**src/rtl/vid_scan.sv**
```systemverilog
// vid_scan: 1bpp raster scanner; fetches 32-pixel VRAM words ahead of display, LSB first.
// Optional frame interrupt on vbl when VID_FRAME_IRQ_EN is defined.
module vid_scan #(
  parameter int HACT = 1024,
  parameter int HFP = 24,
  parameter int HSW = 136,
  parameter int HBP = 160,
  parameter int VACT = 768,
  parameter int VFP = 3,
  parameter int VSW = 6,
  parameter int VBP = 29,
  parameter logic [15:0] BASE = 16'h0000
) (
  input  logic        clk,
  input  logic        rst,
  output logic [15:0] adrb,
  input  logic [31:0] rdb,
  output logic        pix,
  output logic        de,
  output logic        hsync,
  output logic        vsync,
  output logic        vbl
);
  localparam int HTOTAL = HACT + HFP + HSW + HBP;
  localparam int VTOTAL = VACT + VFP + VSW + VBP;
  localparam int HW = $clog2(HTOTAL);
  localparam int VW = $clog2(VTOTAL);
  localparam logic [HW-1:0] H_LAST = HW'(HTOTAL - 1);
  localparam logic [HW-1:0] H_ACT = HW'(HACT);
  localparam logic [HW-1:0] H_ACT1 = HW'(HACT - 1);
  localparam logic [HW-1:0] HS_B = HW'(HACT + HFP);
  localparam logic [HW-1:0] HS_E = HW'(HACT + HFP + HSW);
  localparam logic [VW-1:0] V_LAST = VW'(VTOTAL - 1);
  localparam logic [VW-1:0] V_ACT = VW'(VACT);
  localparam logic [VW-1:0] V_ACT1 = VW'(VACT - 1);
  localparam logic [VW-1:0] VS_B = VW'(VACT + VFP);
  localparam logic [VW-1:0] VS_E = VW'(VACT + VFP + VSW);
  logic [HW-1:0] hcnt, hn;
  logic [VW-1:0] vcnt, vn;
  logic [31:0] sh;
  logic act, load, fetch_w, fetch_0, fetch_f;
  // Fetch decisions look at the next position so adrb is valid during the fetch cycle itself.
  always_comb begin
    hn = hcnt == H_LAST ? '0 : hcnt + HW'(1);
    vn = hcnt != H_LAST ? vcnt : vcnt == V_LAST ? '0 : vcnt + VW'(1);
    act = hcnt < H_ACT && vcnt < V_ACT;
    load = act && hcnt[4:0] == 5'd0;
    fetch_w = hn < H_ACT1 && hn[4:0] == 5'd31 && vn < V_ACT;
    fetch_0 = hn == H_LAST && vn < V_ACT1;
    fetch_f = hn == H_LAST && vn == V_LAST;
  end
  // Words are read strictly in address order, so every fetch except the frame's first is adrb+1.
  always_ff @(posedge clk or posedge rst)
    if (rst) begin
      hcnt <= H_LAST;
      vcnt <= V_LAST;
      adrb <= BASE;
      sh <= '0;
      pix <= 1'b0;
      de <= 1'b0;
      hsync <= 1'b1;
      vsync <= 1'b1;
    end else begin
      hcnt <= hn;
      vcnt <= vn;
      adrb <= fetch_f ? BASE : (fetch_0 || fetch_w) ? adrb + 16'd1 : adrb;
      sh <= load ? {1'b0, rdb[31:1]} : sh >> 1;
      pix <= load ? rdb[0] : act & sh[0];
      de <= act;
      hsync <= !(hcnt >= HS_B && hcnt < HS_E);
      vsync <= !(vcnt >= VS_B && vcnt < VS_E);
    end
`ifdef VID_FRAME_IRQ_EN
  always_ff @(posedge clk or posedge rst)
    if (rst) vbl <= 1'b0;
    else vbl <= hcnt == '0 && vcnt == V_ACT;
`else
  assign vbl = 1'b0;
`endif
endmodule

```
**config.mk**
```make
export PLATFORM = sky130hd
export DESIGN_NAME = vid_scan
export DESIGN_NICKNAME = d
export VERILOG_FILES = /design/src/rtl/vid_scan.sv
export SDC_FILE = /design/constraint.sdc
export NUM_CORES = 1
export LEC_CHECK = 0
export BUFFER_PORTS_ARGS = -buffer_cell sky130_fd_sc_hd__clkbuf_2
export CORE_MARGIN = 2
export CORE_UTILIZATION = 60
export DETAILED_ROUTE_END_ITERATION = 10
export PLACE_DENSITY = 0.82
export SYNTH_ARGS = -nofsm -noshare
export SYNTH_HDL_FRONTEND = slang
export SYNTH_SLANG_ARGS = --single-unit
export TNS_END_PERCENT = 10
```
**constraint.sdc**
```tcl
create_clock -name clk -period 5.1 [get_ports clk]
set_input_delay 0.765 -clock clk [delete_from_list [all_inputs] [get_ports clk]]
set_output_delay 0.765 -clock clk [all_outputs]
set_load 0.05 [all_outputs]
```
Word level (Yosys, flattened, before mapping)
Index checks and enable logic that the tools add are counted.
Widths: inputs -> output; s select.
{"block": "word_totals", "ff_bits": 73, "input_bits": 34, "out_inout_bits": 21}
{"block": "classes", "n_addsub": 3, "order_cmp": 9, "n_eq_ne": 6, "muxes": 7, "n_bitwise": 1, "n_reduce_logical": 13}
{"cell": "$lt 10x10->1 const B", "n": 4}
{"cell": "$mux 16", "n": 2}
{"cell": "$mux 31", "n": 1}
{"cell": "$eq 11x11->1 const B", "n": 2}
{"cell": "$lt 11x11->1 const B", "n": 2}
{"cell": "$eq 10x10->1 const B", "n": 2}
{"cell": "$mux 10", "n": 2}
{"cell": "$add 16x1->16 const B", "n": 1}
{"cell": "$add 11x1->11 const B", "n": 1}
{"cell": "$ge 11x11->1 const B", "n": 1}
{"cell": "$lt 11x10->1 const B", "n": 1}
{"cell": "$mux 11", "n": 1}
{"cell": "$ne 11x11->1 const B", "n": 1}
{"cell": "$add 10x1->10 const B", "n": 1}
{"cell": "$ge 10x10->1 const B", "n": 1}
{"cell": "$logic_and 1x1->1", "n": 8}
{"cell": "$eq 5x5->1 const B", "n": 1}
{"cell": "$logic_not 5->1", "n": 1}
{"cell": "$logic_not 1->1", "n": 2}
{"cell": "$reduce_bool 2->1", "n": 1}
{"cell": "$and 1x1->1", "n": 1}
{"cell": "$logic_or 1x1->1", "n": 1}
{"cell": "$mux 1", "n": 1}

Longest topological paths before layout
Gate-level depths: netlist of the first run.
{"block": "depth", "word_depth": 8, "ltp_mapped": 11}

Worst setup path after synthesis of the first run
No wires, ideal clock.
{"block": "synth_path", "path_type": "register to register", "from": "register hcnt[10]", "to": "register adrb[9]", "setup_time_ns": 0.085, "arrival_ns": 2.724, "required_ns": 5.015, "slack_ns": 2.291, "path_stages_with_launch": 9, "n_path_buf": 1, "cell_sequence": "dfstp_2 -> or4b_1 -> nor4_1 -> mux2i_1 -> a21bo_1 -> o311a_2 -> buf_2 -> o21ai_0 -> mux2i_1"}
{"block": "synth_between", "word_cells_on_any_way": 18, "cone_classes": "1 x add/sub; 3 x order compare; 5 x eq/ne; 3 x mux; 6 x reduce/logical"}
{"element": "start, declared", "line": "38", "rtl": "logic [HW-1:0] hcnt, hn;"}
{"element": "start signal, assigned", "line": "64", "rtl": "hcnt <= hn;"}
{"element": "$ne 11x11->1 (*)", "line": "45", "rtl": "vn = hcnt != H_LAST ? vcnt : vcnt == V_LAST ? '0 : vcnt + VW'(1);"}
{"element": "$mux 10 (*)", "line": "45"}
{"element": "net vn[3]", "line": "39", "rtl": "logic [VW-1:0] vcnt, vn;"}
{"element": "$lt 10x10->1 (on tied branches)", "line": "49, 48"}
{"element": "$logic_and 1x1->1 (on tied branches)", "line": "49, 48"}
{"element": "$logic_or 1x1->1", "line": "66", "rtl": "adrb <= fetch_f ? BASE : (fetch_0 || fetch_w) ? adrb + 16'd1 : adrb;"}
{"element": "$reduce_bool 2->1 (no line)"}
{"element": "end signal, assigned", "line": "66"}
{"element": "end, declared", "line": "16", "rtl": "output logic [15:0] adrb,"}
The timed path passes the listed nets; every way through them passes the cells marked *.
A chain may end at the register's enable or synchronous reset.

Worst setup path after layout of the first run
{"block": "layout_path", "from": "register hcnt[1]", "to": "register adrb[2]"}
{"block": "layout_between", "elab_chain_len": 7, "word_cells_on_any_way": 18, "cone_classes": "1 x add/sub; 3 x order compare; 5 x eq/ne; 3 x mux; 6 x reduce/logical"}
{"element": "$add 11x1->11 / $eq 11x11->1 (equally long branches)", "line": "44", "rtl": "hn = hcnt == H_LAST ? '0 : hcnt + HW'(1);"}
{"element": "$mux 11", "line": "44"}
{"element": "$lt 11x10->1 / $eq 5x5->1 (equally long branches)", "line": "48", "rtl": "fetch_w = hn < H_ACT1 && hn[4:0] == 5'd31 && vn < V_ACT;"}
{"element": "$logic_and 1x1->1 (2 in a row)", "line": "48"}
{"element": "$logic_or 1x1->1", "line": "66"}
{"element": "$reduce_bool 2->1 (no line)"}
Parallel ways exist; a longest one is shown, timed or not.

==> results.json, run 1 <==
{
  "status": "complete, no violations",
  "syn-instance-count": 363,
  "first_pass_iters": 5,
  "antenna_cells": 0,
  "p_leak_uw": 0.00201,
  "cts_setup_buffers": 0,
  "async_flop_share_pct": 100,
  "ir_worst_vdd_mv": 0.254,
  "fin_skew_ns": 0.0105,
  "final_nets": 450,
  "cp.required_ns": 5.31,
  "cts_max_path_buffers": 2,
  "fin_crit_ns": 3.51,
  "finalMaxSlewViolations": 0,
  "ant_nets": 0,
  "clock-root-buffer": "clkbuf_8",
  "cpMaxStageDelayCell": "nand3_1",
  "synth-seq-area-share_pct": 47.1,
  "finalHoldViolations": 0,
  "worst-path-max-fanout": 19,
  "synth.ff_latch_count": 72,
  "synth_flop_cell": "dfrtp_1",
  "yosysWarningCount": 0,
  "routed_wl_um": 7990,
  "die_h_um": 84.2,
  "postCtsHoldBufs": 0,
  "cts-htree-levels": 3,
  "setup_viol": 0,
  "ys_types": 58,
  "clk_pin_slew_ns": 0.08,
  "area_delta_synth_final_pct": 11.7,
  "cp_top_family": "simple AND/OR/NAND/NOR gates",
  "boundaryPins": 55,
  "port_buffers": 53,
  "endpoint_kind": "flop",
  "gp_congestion": 0.857,
  "grt_max_degree": 73,
  "relSlewSlack_pct": 21.1,
  "path_cells": "ha_1 -> and3_1 -> nand3_4 -> or4_1 -> a32oi_1 -> nand3_1 -> o21ai_0 -> mux2i_1",
  "wl_per_cell_um": 16.3,
  "worstPathArrival_ns": 3.72,
  "syn-num-nets": 404,
  "clock_sinks": 72,
  "syn_area_sq_mm": 0.00386,
  "tritoncts": "yes",
  "slowest_delay_ns": 0.60,
  "core_sq_mm": 0.00628,
  "synth_edf_count": 0,
  "cap_violations": 0,
  "overflow": 0,
  "critPathLaunchType": "flop",
  "grt_usage_pct": 24.3,
  "period_share_pct": 68.8,
  "clock.fmax_mhz": 285,
  "fin_ws_ns": 1.59,
  "first_global_vias": 2827,
  "antenna_found_initial": 0,
  "avgSynthCellArea_sq_um": 10.6,
  "drcViolationCount": 0,
  "worstSetupPathType": "reg2reg",
  "worst_pin_slew_ns": 1.18,
  "tns_ns": 0,
  "cts_buffers": 9,
  "die_area_sq_mm": 0.00710,
  "clock_latency_ns": 0.36,
  "via_per_inst": 6.09,
  "drtIter0Drc": 262,
  "hp-class": "reg2reg",
  "power_density_mw_per_mm2": 250,
  "die_w_um": 84.2,
  "grt_pass1_wl_um": 13700,
  "dp.final_hpwl_um": 5310,
  "worst-path-buf-inv": 0,
  "post_cts_resize_count": 0,
  "rsz0062_at_grt": "no",
  "rows": 29,
  "dr_total_vias": 2992,
  "drive_gt1_share_pct": 31.9,
  "start_util_pct": 61.6,
  "post-place-ws_ns": 1.81
}
cell usage after synthesis, types with 3 or more instances:
master    instances  area, sq um
mux2_2           30          338
and3_1            8         50.1
dfstp_2          15          394
nor4_1            8         50.1
xnor2_1           7         61.3
buf_6             3         33.8
ha_1              7         87.6
o21bai_2          3         33.8
nor4b_1           5         43.8
nor3_1           11         55.1
nand4_1           8         50.1
buf_2             6         30.0
a21oi_1           6         30.0
nor2_1           13         48.8
clkbuf_1          8         30.0
o31ai_1           4         30.0
nand2_1          24         90.1
o211ai_1          7         52.6
inv_1            16         60.1
xor2_1            4         35.0
o21ai_0          32          160
nand3_1          13         65.1
nand2b_1          4         25.0
mux2i_1          18          180
o21ai_2           7         61.3
dfrtp_1          57         1430
stage by stage:
step	std cells	total power, uW	cell area, sq um	hold WS (ns)	utilization, %
global placement	475	622	4110	0.457	65.5
floorplan	363	606	3860	0.454	-
finish	491	1080	4320	0.478	68.8
CTS	491	1080	4320	0.478	68.8
detailed placement	475	623	4110	0.463	65.5
global route	491	1120	4320	0.495	68.8
power breakdown:
group | internal [uW] | switching (uW) | leakage (uW)
clock | 241 | 227 | 0.0000989
sequential | 577 | 1.73 | 0.000905
combinational | 14.0 | 18.6 | 0.00101
total | 832 | 247 | 0.00201
cell families (layout without fill, tap and decap cells):
family	after synthesis	in the layout	share of synthesized area [%]
compound gates	75	75	13.0
xor+xnor	11	11	2.49
fa+ha+maj	7	7	2.27
buf+inv	36	87	4.89
flops	72	72	47.1
mux	48	48	13.4
other cells	1	1	0.0971
simple gates	113	113	16.7
state kept, by name, summed over array words and instances, names as in the netlist:
signal / cells
hsync: 1
vsync: 1
hcnt: 11
vcnt: 10
sh: 31
adrb: 16
pix: 1
de: 1
area by class of cell:
cell class	instances	area, sq um
Sequential cell	72	1820
Clock buffer	10	138
Timing Repair Buffer	55	280
Clock inverter	6	67.6
Fill cell	460	1960
Multi-Input combinational cell	255	1850
Tap cell	77	96.3
Inverter	16	60.1
path summary, 6_finish.rpt:
| path | slack, ns | to | depth (start not counted) | startpoint |
|---|---|---|---|---|
| worst min-delay path | 0.48 | sh[28] | 1 | sh[29] |
| worst min register to register | 0.48 | sh[28] | 1 | sh[29] |
| max in group asynchronous | 3.87 | adrb[14] | 3 | rst |
| worst max-delay path | 1.59 | adrb[2] | 8 | hcnt[1] |
| worst max register to register | 1.59 | adrb[2] | 8 | hcnt[1] |
| min in group asynchronous | 0.65 | sh[19] | 3 | rst |
layout by cell type (no fill, tap or decap), types with 2 or more instances in the layout:
| master | n |
|---|---|
| nand4_1 | 8 |
| nor4b_1 | 5 |
| ha_1 | 7 |
| xnor2_1 | 7 |
| or4_1 | 2 |
| and3_1 | 8 |
| nor3_1 | 11 |
| or2_1 | 2 |
| o21ai_0 | 32 |
| o21bai_2 | 3 |
| nand2b_1 | 4 |
| or3_1 | 2 |
| clkbuf_8 | 10 |
| nand2_1 | 24 |
| xor2_1 | 4 |
| o21ai_2 | 7 |
| and2_1 | 2 |
| mux2_2 | 30 |
| clkinvlp_4 | 2 |
| nor2_1 | 13 |
| buf_4 | 2 |
| a31oi_1 | 2 |
| clkbuf_2 | 53 |
| o211ai_1 | 7 |
| dfstp_2 | 15 |
| dfrtp_1 | 57 |
| nor2b_1 | 2 |
| inv_1 | 15 |
| a21oi_1 | 6 |
| nor4_1 | 8 |
| mux2i_1 | 18 |
| nand3_1 | 13 |
| o31ai_1 | 4 |
per-layer routing:
| metal | vias up | global-route usage (%) | routed length (um) |
|---|---|---|---|
| li1 | 1414 | - | - |
| met2 | 103 | 38.0 | 3860 |
| met1 | 1461 | 34.4 | 3620 |
| met3 | 14 | 4.13 | 378 |
| met4 | 0 | 8.65 | 123 |
| met5 | - | 0 | 0 |
No activity file was read; power rests on OpenSTA's default activity.
==> run 2, diff against run 1 <==
--- a/config.mk
+++ b/config.mk
@@ -7,9 +7,9 @@
 export LEC_CHECK = 0
 export BUFFER_PORTS_ARGS = -buffer_cell sky130_fd_sc_hd__clkbuf_2
 export CORE_MARGIN = 2
-export CORE_UTILIZATION = 60
+export CORE_UTILIZATION = 57
 export DETAILED_ROUTE_END_ITERATION = 10
-export PLACE_DENSITY = 0.82
+export PLACE_DENSITY = 0.78
 export SYNTH_ARGS = -nofsm -noshare
 export SYNTH_HDL_FRONTEND = slang
 export SYNTH_SLANG_ARGS = --single-unit
==> constraint.sdc (replaced) <==
create_clock -name clk -period 3.62 [get_ports clk]
set_input_delay 0.543 -clock clk [delete_from_list [all_inputs] [get_ports clk]]
set_output_delay 0.543 -clock clk [all_outputs]
set_load 0.05 [all_outputs]
==> run 2 against run 1 <==
Critical path depth unchanged. Sequential cell count unchanged. Clock-buffer cell count unchanged. Final area unchanged. Largest power group unchanged.
==> results.json, run 2 (same netlist as run 1, synthesis figures left out) <==
{
  "status": "complete, no violations",
  "grt_usage_pct": 22.2,
  "ant_nets": 0,
  "antenna_found_initial": 0,
  "placed_cell_area_sq_mm": 0.00415,
  "overflow": 0,
  "postCtsHoldBufs": 0,
  "drive_gt1_share_pct": 32.3,
  "routed_wl_um": 7630,
  "tns_ns": 0,
  "multiInputGateArea_sq_mm": 0.00185,
  "boundaryPins": 55,
  "endpoint_kind": "flop",
  "finalHoldViolations": 0,
  "power_density_mw_per_mm2": 331,
  "reg_top3": "sh x31, adrb x16, hcnt x11",
  "finalMaxSlewViolations": 0,
  "cp.required_ns": 3.89,
  "cts-htree-levels": 3,
  "area_delta_synth_final_pct": 11.7,
  "fin_skew_ns": 0.0126,
  "clock-root-buffer": "clkbuf_8",
  "clock_sinks": 72,
  "worstSetupPathType": "reg2reg",
  "final-seq-area_sq_mm": 0.00182,
  "worst-path-max-fanout": 15,
  "relSlewSlack_pct": 39.8,
  "clock_latency_ns": 0.35,
  "final_common_cell": "dfrtp_1",
  "first_global_vias": 2766,
  "ir_worst_vdd_mv": 0.214,
  "p_leak_uw": 0.00202,
  "drtIter0Drc": 206,
  "rows": 30,
  "drcViolationCount": 0,
  "cap_violations": 0,
  "largest_reg_flops": 31,
  "die_w_um": 86.3,
  "die_h_um": 86.3,
  "setup_viol": 0,
  "via_per_inst": 5.88,
  "tritoncts": "yes",
  "cts_buffers": 9,
  "core_sq_mm": 0.00668,
  "n_fill_cell": 547,
  "final_area_sq_mm": 0.00432,
  "critPathLaunchType": "flop",
  "die_area_sq_mm": 0.00745,
  "cts_setup_buffers": 0,
  "final_nets": 454,
  "period_share_pct": 90.8,
  "dp.final_hpwl_um": 5340,
  "antenna_cells": 0,
  "hp-class": "in2async",
  "wl_per_cell_um": 15.3,
  "gp_congestion": 0.901,
  "post_cts_resize_count": 0,
  "fin_crit_ns": 3.29,
  "clock.fmax_mhz": 304,
  "port_buffers": 53,
  "clk_pin_slew_ns": 0.08,
  "whs_ns": 0.365,
  "mostFrequentLayoutCells": "dfrtp_1 (57), clkbuf_2 (53), o21ai_0 (32), mux2_2 (30), nand2_1 (24)",
  "dr_total_vias": 2926,
  "grt_pass1_wl_um": 13100,
  "top_register": "sh",
  "start_util_pct": 57.8,
  "cts_max_path_buffers": 2,
  "worst_pin_slew_ns": 0.901,
  "worstPathArrival_ns": 3.55,
  "first_pass_iters": 4,
  "grt_max_degree": 46,
  "rsz0062_at_grt": "no"
}
run 2: changes by cell type in the layout (fill, tap and decap cells not counted):
| cell | change |
|---|---|
| clkinv_4 | +1 |
| bufinv_16 | -1 |
| clkinvlp_4 | -1 |
| clkbuf_1 | +1 |
| clkbuf_8 | -1 |
| clkinv_2 | +1 |
| buf_4 | +4 |
run 2: power by group:
| part | leakage [uW] | internal, uW | switching [uW] |
|---|---|---|---|
| clock network | 0.0000866 | 251 | 316 |
| registers | 0.000905 | 813 | 2.07 |
| logic | 0.00103 | 19.6 | 25.5 |
| total | 0.00202 | 1080 | 344 |
run 2: critical path: stages (launching register included):
cell and delay [ns]:
dfstp_2 0.59, ha_1 0.27, nand3_1 0.30, nor4_1 0.45, mux2i_1 0.33, a21bo_1 0.24
o311a_2 0.44, o21ai_0 0.35, mux2i_1 0.23
run 2: cell type report:
| cell class | count | area share, % |
|---|---|---|
| clock buffers | 10 | 2.96 |
| clock inverters | 6 | 1.01 |
| inverters | 16 | 1.39 |
| multi-input cells | 255 | 43.0 |
| flip-flops and latches | 72 | 42.2 |
| well taps | 80 | 2.32 |
| repair buffers | 59 | 7.19 |
run 2: final timing paths:
check	start	to	cells after the start	slack (ns)
worst max register to register	hcnt[1]	adrb[1]	8	0.33
worst min register to register	sh[18]	sh[17]	1	0.47
worst min-delay path	rst	sh[23]	2	0.36
min in group clk	rdb[12]	sh[11]	2	0.42
max in group asynchronous	rst	adrb[13]	3	2.36
worst max-delay path	hcnt[1]	adrb[1]	8	0.33
run 2: metrics by stage:
stage                     power, uW  util (%)  std cells  worst slack, ns
after floorplan                 854         -        363            0.811
final                          1430      64.6        498            0.332
after global routing           1490      64.6        498            0.155
after detailed placement        878      62.0        482            0.408
after CTS                      1440      64.6        498            0.358
after global placement          877      62.0        482            0.435
run 2: routing by layer:
| layer | part of all wire, % | vias up | global-route usage (%) |
|---|---|---|---|
| li1 | - | 1418 | - |
| met1 | 45 | 1418 | 31.0 |
| met2 | 47 | 77 | 34.2 |
| met3 | 5.4 | 13 | 5.05 |
| met4 | 1.8 | 0 | 7.67 |
| met5 | 0 | - | 0 |
